--- src/rtl/smc_stream_rx.sv ---
// Serial-beat SMC receive front end: per-beat Id/gm, running descending insertion sort, weighted top/bottom-three sum.
// Optional idle-timeout abort inside a frame is enabled by defining SMC_TIMEOUT_EN.
module smc_stream_rx #(
  parameter int TIMEOUT_CYC = 15,
  parameter int N_TR        = 6
) (
  input  logic       clk,
  input  logic       rst_n,
  input  logic       in_valid,
  output logic       in_ready,
  input  logic [1:0] mode,
  input  logic [2:0] w,
  input  logic [2:0] v_gs,
  input  logic [2:0] v_ds,
  output logic       out_valid,
  output logic [9:0] out_n,
  output logic       out_err
);

  typedef enum logic [1:0] {IDLE, COLLECT, CALC, OUT} state_t;

  state_t     state;
  logic [2:0] beat_cnt;
  logic [1:0] mode_q;
  logic [6:0] sbuf [N_TR];
  logic [6:0] ins  [N_TR];

  logic [2:0] vt;
  logic [9:0] w10, vt10, vd10, num;
  logic [1:0] mode_cur;
  logic [6:0] val;

  // Beat 0 computes with the live mode since mode_q is only loaded on that same edge.
  always_comb begin
    vt       = v_gs - 3'd1;
    w10      = {7'd0, w};
    vt10     = {7'd0, vt};
    vd10     = {7'd0, v_ds};
    mode_cur = (state == IDLE) ? mode : mode_q;
    if (v_gs == 3'd0)
      num = '0;
    else if (vt > v_ds)
      num = mode_cur[0] ? w10 * ((vt10 << 1) - vd10) * vd10 : (w10 * vd10) << 1;
    else
      num = mode_cur[0] ? w10 * vt10 * vt10 : (w10 * vt10) << 1;
    val = 7'(num / 10'd3);
  end

  // Unfilled slots hold 0 and values are never negative, so a plain compare-and-shift suffices.
  genvar gi;
  generate
    for (gi = 0; gi < N_TR; gi++) begin : g_ins
      if (gi == 0) begin : g_head
        assign ins[gi] = (sbuf[0] >= val) ? sbuf[0] : val;
      end else begin : g_tail
        assign ins[gi] = (sbuf[gi] >= val) ? sbuf[gi] :
                         (sbuf[gi-1] >= val) ? val : sbuf[gi-1];
      end
    end
  endgenerate

  logic [6:0] sel_a, sel_b, sel_c;
  logic [9:0] sum;

  always_comb begin
    sel_a = mode_q[1] ? sbuf[0] : sbuf[3];
    sel_b = mode_q[1] ? sbuf[1] : sbuf[4];
    sel_c = mode_q[1] ? sbuf[2] : sbuf[5];
    if (mode_q[0])
      sum = 10'(sel_a) * 10'd3 + 10'(sel_b) * 10'd4 + 10'(sel_c) * 10'd5;
    else
      sum = 10'(sel_a) + 10'(sel_b) + 10'(sel_c);
  end

`ifdef SMC_TIMEOUT_EN
  localparam int IdleW = $clog2(TIMEOUT_CYC + 1);
  logic [IdleW-1:0] idle_cnt;
  logic             err_q;
  assign out_err = err_q;
`else
  logic unused_timeout_cfg;
  assign unused_timeout_cfg = (TIMEOUT_CYC > 0);
  assign out_err = 1'b0;
`endif

  always_ff @(posedge clk or negedge rst_n) begin
    if (!rst_n) begin
      state     <= IDLE;
      beat_cnt  <= '0;
      mode_q    <= '0;
      in_ready  <= 1'b1;
      out_valid <= 1'b0;
      out_n     <= '0;
      for (int i = 0; i < N_TR; i++) sbuf[i] <= '0;
`ifdef SMC_TIMEOUT_EN
      idle_cnt  <= '0;
      err_q     <= 1'b0;
`endif
    end else begin
      out_valid <= 1'b0;
`ifdef SMC_TIMEOUT_EN
      err_q     <= 1'b0;
`endif
      case (state)
        IDLE: begin
          if (in_valid) begin
            mode_q   <= mode;
            sbuf     <= ins;
            beat_cnt <= 3'd1;
            state    <= COLLECT;
`ifdef SMC_TIMEOUT_EN
            idle_cnt <= '0;
`endif
          end
        end
        COLLECT: begin
          if (in_valid) begin
            sbuf     <= ins;
            beat_cnt <= beat_cnt + 3'd1;
`ifdef SMC_TIMEOUT_EN
            idle_cnt <= '0;
`endif
            if (beat_cnt == 3'(N_TR - 1)) begin
              state    <= CALC;
              in_ready <= 1'b0;
            end
          end
`ifdef SMC_TIMEOUT_EN
          else if (idle_cnt == IdleW'(TIMEOUT_CYC - 1)) begin
            err_q    <= 1'b1;
            idle_cnt <= '0;
            beat_cnt <= '0;
            for (int i = 0; i < N_TR; i++) sbuf[i] <= '0;
            state    <= IDLE;
          end else begin
            idle_cnt <= idle_cnt + 1'b1;
          end
`endif
        end
        CALC: begin
          out_n     <= sum;
          out_valid <= 1'b1;
          state     <= OUT;
        end
        OUT: begin
          state    <= IDLE;
          in_ready <= 1'b1;
          beat_cnt <= '0;
          for (int i = 0; i < N_TR; i++) sbuf[i] <= '0;
        end
        default: state <= IDLE;
      endcase
    end
  end

endmodule
--- config.mk ---
export PLATFORM = sky130hd
export DESIGN_NAME = smc_stream_rx
export DESIGN_NICKNAME = d
export VERILOG_FILES = /design/src/rtl/smc_stream_rx.sv
export SDC_FILE = /design/constraint.sdc
export NUM_CORES = 1
export LEC_CHECK = 0
export CAP_MARGIN = 20
export CORE_MARGIN = 2
export CORE_UTILIZATION = 45
export CTS_BUF_LIST = sky130_fd_sc_hd__clkbuf_8
export DETAILED_ROUTE_END_ITERATION = 7
export GPL_ROUTABILITY_DRIVEN = 1
export GPL_TIMING_DRIVEN = 0
export PLACE_DENSITY = 0.73
export SYNTH_ARGS = -nofsm -noshare
export SYNTH_HDL_FRONTEND = slang
export SYNTH_SLANG_ARGS = --single-unit
--- constraint.sdc ---
create_clock -name clk -period 8.3 [get_ports clk]
set_input_delay 1.245 -clock clk [delete_from_list [all_inputs] [get_ports clk]]
set_output_delay 1.245 -clock clk [all_outputs]
set_load 0.05 [all_outputs]
==> impl_metrics.tcl, run 1 <==
set metrics [dict create \
    setup_viol 42 \
    required_time_at_the_endpoint_of_the_critical_path_ps 8560 \
    syn_area_per_cell_um2 8.18 \
    rsz_0062_raised_after_global_routing "yes" \
    globalRouteOverflowTotal 0 \
    holdCritPathClass "flip-flop to flip-flop" \
    cap_violations 0 \
    numPlacedInstances 1359 \
    fin_tns_setup_ps -84310 \
    cts.root.buffer_cell "clkbuf_8" \
    worstPathMaxFanout 6 \
    post-route-min-period_ps 10390 \
    yosysUniqueCellTypes 74 \
    antenna_violations_before_repair 0 \
    min_delay_endpoint "in_ready" \
    clk-insertion-delay-late_ps 370 \
    crit_buf_inv 12 \
    hold-path-cell-count 2 \
    regToRegStartpoint "state[1]" \
    antenna_cells_inserted 0 \
    report.final.hold_viol_count 0 \
    regToRegSetupSlack_ps 1280 \
    holdCritStartpoint "in_ready" \
    timing.rr.end "sbuf[9]" \
    timing.setup.critical_path_class "input pin to flip-flop" \
    crit_path_top_delay_cell "fa_1" \
    detail_route.drc_violations 0 \
    synth_async_sr_flop_share_pct 100 \
    io_pins 27 \
    postSynthNetCount 1254 \
    port-buffer-count 23 \
    worst_path_largest_cell_delay_ps 520 \
    detail_route.wirelength_um 22800 \
    firstDrtPassIters 5 \
    core_area_um2 19300 \
    viasPerCell 5.46 \
    layout-area-overhead-vs-synth_pct 25.1 \
    die_height_um 143 \
    floorplan.die.width_um 143 \
    cpMostUsedCell "ha_4" \
    finalInstanceArea_um2 11000 \
    worst_slew_pin_slew_ps 970 \
    fp.dieArea_um2 20600 \
    layout_worst_path_cycle_share_pct 125 \
    r2r.worst_path.cells 37 \
    hpwl_um 16200 \
    htree_levels 3 \
    layout.nets 1346 \
    post_route_cells_drive_above_1_share_pct 23.6 \
    grt_pass1_vias 7726 \
    run_status "finished, violations left" \
    cts_tree "done" \
    ys_seq_elements 61 \
    final_ws_setup_ps -2090 \
    num_rows 51 \
    number_of_vias_after_detailed_routing 7812 \
    stdcell_count 1432 \
    drtIter0Drc 362 \
    post_synth_inst_count 1070 \
    synth-warning-count 0 \
    crit_path_end_kind "flip-flop" \
    routedWlPerCell_um 15.9 \
    path_clk_slew_ps 80 \
    tritoncts.num_buffers 9 \
    failed_checks "setup timing" \
    start_util_pct 45.4 \
    worst_setup_path_start_kind "input pin" \
    global_route.usage.total_pct 22.1 \
    max_freq_ghz 0.0962 \
    drtAntennaViolNets 0 \
    critical_path_arrival_ps 10650 \
    routability_congestion 0.856 \
    placed_cell_area_um2 9630 \
    synth-edff-count 0 \
    slew_headroom_pct 35.3 \
    area_of_the_mapped_netlist_um2 8750 \
    ys.flop_type "dfrtp_1" \
    grt_first_pass_wirelength_um 36800 \
    seq_area_frac_synth_pct 17.5 \
    clock-skew-final_ps 8.29 \
    clk_path_buf_depth 2 \
    number_of_pins_with_negative_max_slew_slack_in_the_final_report 0 \
    cts.sink_count 61 \
    timing.critical_path.max_delay_family "compound AO/OA/AOI/OAI gates" \
    grt_start_max_net_pins 62 \
    final_util_pct 56.8 \
]
## logic make-up (layout without fill, tap and decap cells)
group | after synthesis | after routing | share of synthesized area (%)
simple gates | 302 | 302 | 16.4
compound gates | 252 | 252 | 19.1
buf+inv | 198 | 295 | 8.75
fa+ha+maj | 171 | 171 | 28.6
flops | 61 | 61 | 17.5
mux | 55 | 55 | 6.53
xor+xnor | 30 | 30 | 3.09
other cells | 1 | 1 | 0.0428
## sequential cells by signal (all words and copies together) (netlist names)
| name | flops |
|---|---|
| sbuf | 42 |
| out_n | 10 |
| beat_cnt | 3 |
| mode_q | 2 |
| state | 2 |
| in_ready | 1 |
| out_valid | 1 |
## stage by stage
| step | hold slack, ps | setup WS [ps] |
|---|---|---|
| global route | 534 | -2430 |
| CTS | 506 | -2140 |
| global placement | 476 | -3730 |
| finish | 505 | -2090 |
| detailed placement | 488 | -3800 |
| floorplan | 459 | -1790 |
## final cells by class
type                            count  area [um^2]
Fill cell                        1651         8320
Multi-Input combinational cell    811         7220
Sequential cell                    61         1530
Timing Repair Buffer               86          763
Inverter                          151          596
Tap cell                          265          332
Buffer                             42          282
Clock buffer                       10          138
Clock inverter                      6         93.8
## worst min-delay path, cell delays in order (launching register included)
cell,delay [ps]
dfstp_2,380
nor2_1,80
a21oi_1,50
## Yosys cell counts (4+ instances only)
| cell type | n | share of area (%) |
|---|---|---|
| inv_1 | 150 | 6.4 |
| nand2_1 | 122 | 5.2 |
| ha_1 | 121 | 17 |
| o21ai_0 | 74 | 4.2 |
| a21oi_1 | 60 | 3.4 |
| dfrtp_1 | 60 | 17 |
| nor2_1 | 57 | 2.4 |
| fa_1 | 49 | 11 |
| mux2i_1 | 38 | 4.3 |
| clkbuf_1 | 35 | 1.5 |
| a21o_1 | 33 | 2.8 |
| nand2b_1 | 23 | 1.6 |
| xnor2_1 | 21 | 2.1 |
| and2_1 | 20 | 1.4 |
| nor2b_1 | 20 | 1.4 |
| mux2_2 | 17 | 2.2 |
| nand3_1 | 14 | 0.80 |
| or2_2 | 11 | 0.79 |
| nor3_1 | 9 | 0.51 |
| o41ai_1 | 9 | 0.90 |
| a211oi_1 | 8 | 0.69 |
| xor2_1 | 8 | 0.80 |
| a22o_1 | 7 | 0.70 |
| and3_1 | 7 | 0.50 |
| nor4_1 | 7 | 0.50 |
| a31oi_1 | 6 | 0.43 |
| buf_1 | 6 | 0.26 |
| o21bai_1 | 6 | 0.51 |
| o22ai_1 | 6 | 0.43 |
| o211ai_1 | 5 | 0.43 |
| o41ai_2 | 5 | 0.93 |
| nor3b_1 | 4 | 0.34 |
| o31ai_1 | 4 | 0.34 |
## worst max-delay path by stage
| stage | depth (start not counted) | slack, ps | end | startpoint |
|---|---|---|---|---|
| floorplan | 53 | -1790 | sbuf[7] | v_gs[0] |
| global route | 54 | -2430 | sbuf[28] | v_gs[0] |
| CTS | 55 | -2140 | sbuf[14] | v_gs[0] |
| detailed placement | 54 | -3800 | sbuf[7] | v_gs[0] |
| global placement | 51 | -3730 | sbuf[7] | v_gs[0] |
| finish | 54 | -2090 | sbuf[9] | v_gs[0] |
## layer usage
| metal | part of all wire, % | GRT usage, % |
|---|---|---|
| met2 | 50 | 39.7 |
| met5 | 0 | 0 |
| met3 | 4.2 | 2.20 |
| met4 | 2.2 | 7.28 |
| met1 | 43 | 27.6 |
## cell usage in the layout, fill, tap and decap left out, types with 6 or more instances in the layout
master,instances
a21o_1,31
a21oi_1,46
a21oi_2,13
a22o_1,7
a31oi_1,6
and2_1,19
and3_1,6
buf_4,55
buf_6,13
clkbuf_1,18
clkbuf_8,12
clkdlybuf4s50_1,17
dfrtp_1,60
fa_1,46
ha_1,106
ha_4,14
inv_1,132
inv_2,11
mux2_2,16
mux2i_1,36
nand2_1,108
nand2_2,14
nand2b_1,18
nand3_1,14
nor2_1,54
nor2b_1,19
nor3_1,8
o21ai_0,34
o21ai_1,28
o21ai_2,11
o21bai_1,6
o41ai_2,13
or2_2,6
xnor2_1,18
## what timing repair did
action	CTS	global route
pin swaps	60	35
setup endpoints to repair	42	42
gates cloned	3	1
hold endpoints to repair	0	0
buffers inserted	39	20
gates resized for setup	86	97
hold buffers	0	0
Power of run 1 is not shown: default switching activity piles up to over one toggle a cycle in this logic, so the estimate is an artifact.
==> inputs of run 2 (changes only) <==
CORE_MARGIN = 1.5   (was 2)
SLEW_MARGIN = 20   (was default)
==> impl_metrics.tcl, run 2 (synthesis gave the netlist of run 1 again) <==
set metrics [dict create \
    run_status "finished, violations left" \
    failed_checks "setup timing" \
    num_rows 50 \
    port-buffer-count 23 \
    final_ws_setup_ps -2280 \
    clk-insertion-delay-late_ps 360 \
    detail_route.wirelength_um 22900 \
    start_point_of_the_critical_path "v_gs[0]" \
    cap_violations 0 \
    grt_first_pass_wirelength_um 37100 \
    cts.root.buffer_cell "clkbuf_8" \
    fillerInstances 1543 \
    post_route_cells_drive_above_1_share_pct 24.9 \
    number_of_pins_with_negative_max_slew_slack_in_the_final_report 0 \
    regToRegSetupSlack_ps 1240 \
    detailroute.wirelength.met2_um 11000 \
    tritoncts.num_buffers 9 \
    worst_setup_path_start_kind "input pin" \
    cpMostUsedCell "ha_4" \
    critical_path_arrival_ps 10780 \
    worst_path_largest_cell_delay_ps 510 \
    crit_buf_inv 13 \
    timing.critical_path.max_delay_family "compound AO/OA/AOI/OAI gates" \
    detail_route.drc_violations 0 \
    path_clk_slew_ps 70 \
    layout.nets 1349 \
    viasPerCell 5.48 \
    htree_levels 3 \
    cts_tree "done" \
    antenna_cells_inserted 0 \
    report.final.hold_viol_count 0 \
    critical_path.endpoint "sbuf[7]" \
    met1Wirelength_um 10400 \
    fp.dieArea_um2 20300 \
    cts.sink_count 61 \
    holdCritPathClass "flip-flop to flip-flop" \
    worst_slew_pin_slew_ps 1080 \
    r2r.worst_path.cells 36 \
    routability_congestion 0.801 \
    timing.rr.end "sbuf[7]" \
    cell_depth_of_the_worst_setup_path 56 \
    die_height_um 142 \
    setup_viol 42 \
    hpwl_um 16400 \
    max_freq_ghz 0.0945 \
    globalRouteOverflowTotal 0 \
    post-route-min-period_ps 10580 \
    crit_path_end_kind "flip-flop" \
    floorplan.die.width_um 142 \
    drtAntennaViolNets 0 \
    regToRegStartpoint "state[1]" \
    crit_path_top_delay_cell "fa_1" \
    drtIter0Drc 418 \
    number_of_vias_after_detailed_routing 7831 \
    layout.cells.most_common_list "inv_1 (133), ha_1 (108), nand2_1 (99)" \
    regArea_um2 1530 \
    layout_worst_path_cycle_share_pct 127 \
    layout-area-overhead-vs-synth_pct 26.0 \
    layout_commonest_cell "inv_1" \
    largest-register "sbuf" \
    cts_hold_repair.buffers 0 \
    pre_cts_slack_ps -3890 \
    top_regs "sbuf x42, out_n x10, beat_cnt x3" \
    clock-skew-final_ps 7.62 \
    antenna_violations_before_repair 0 \
    start_util_pct 46.3 \
    grt_pass1_vias 7830 \
    firstDrtPassIters 5 \
    timing.setup.critical_path_class "input pin to flip-flop" \
    global_route.usage.total_pct 22.6 \
    clk_path_buf_depth 2 \
    rsz_0062_raised_after_global_routing "yes" \
    highest-signal-layer "met4" \
    detailroute.wirelength.met3_um 856 \
    largest_register_ffs 42 \
    io_pins 27 \
    core_area_um2 18900 \
    grt_start_max_net_pins 48 \
    multi_input_comb_area_um2 7290 \
    routedWlPerCell_um 16.0 \
    worstPathMaxFanout 6 \
    slew_headroom_pct 28.3 \
    required_time_at_the_endpoint_of_the_critical_path_ps 8500 \
]
==> run 2: worst register-to-register path, delay by kind of cell (launching register included) <==
| kind | cells | cell delay (ps) |
|---|---|---|
| and+or+nand+nor | 9 | 1190 |
| adders and majority gates | 3 | 750 |
| AOI/OAI and AO/OA | 13 | 2210 |
| buffers and inverters | 7 | 1050 |
| muxes | 4 | 1270 |
| DFF | 1 | 430 |
==> run 2: area by class of cell <==
type | count | area share, %
repair buffers | 88 | 7.18
multi-input cells | 811 | 66.1
inverters | 151 | 5.42
flip-flops and latches | 61 | 13.8
plain buffers | 43 | 2.61
well taps | 260 | 2.95
clock buffers | 9 | 1.12
clock inverters | 7 | 0.817
==> run 2: routing by layer <==
metal  vias to the layer above  GRT usage [%]
met1                      3796           29.4
met4                         0           6.95
met5                         -              0
met2                       167           39.0
met3                        50           2.79
li1                       3818              -
==> run 2: worst min-delay path by stage <==
stage / startpoint / end / slack (ps) / cells after the start
after detailed placement: sbuf[14] / sbuf[14] / 490 / 2
after global routing: in_ready / in_ready / 530 / 2
after CTS: sbuf[7] / sbuf[7] / 510 / 2
after floorplan: sbuf[14] / sbuf[14] / 460 / 2
after global placement: sbuf[14] / sbuf[14] / 480 / 2
final: in_ready / in_ready / 500 / 2
==> run 2: metrics by stage <==
| stage | cells | utilization, % | hold slack, ps | TNS [ps] | area [um^2] |
|---|---|---|---|---|---|
| 2_1_floorplan | 1070 | - | 459 | -67120 | 9060 |
| 3_3_place_gp | 1353 | 50.9 | 479 | -151550 | 9620 |
| 3_5_place_dp | 1354 | 51.1 | 489 | -155750 | 9650 |
| 4_1_cts | 1420 | 56.0 | 506 | -83110 | 10600 |
| 5_1_grt | 1430 | 58.4 | 526 | -106370 | 11000 |
| 6_report | 1430 | 58.4 | 503 | -91630 | 11000 |
==> run 2: timing repair <==
action,4_1_cts,5_1_grt
cloned,4,0
buffers inserted,46,16
endpoints found under the setup margin,42,42
pin swaps,53,67
gates resized for setup,92,96
Power of run 2 is left out for the same reason.
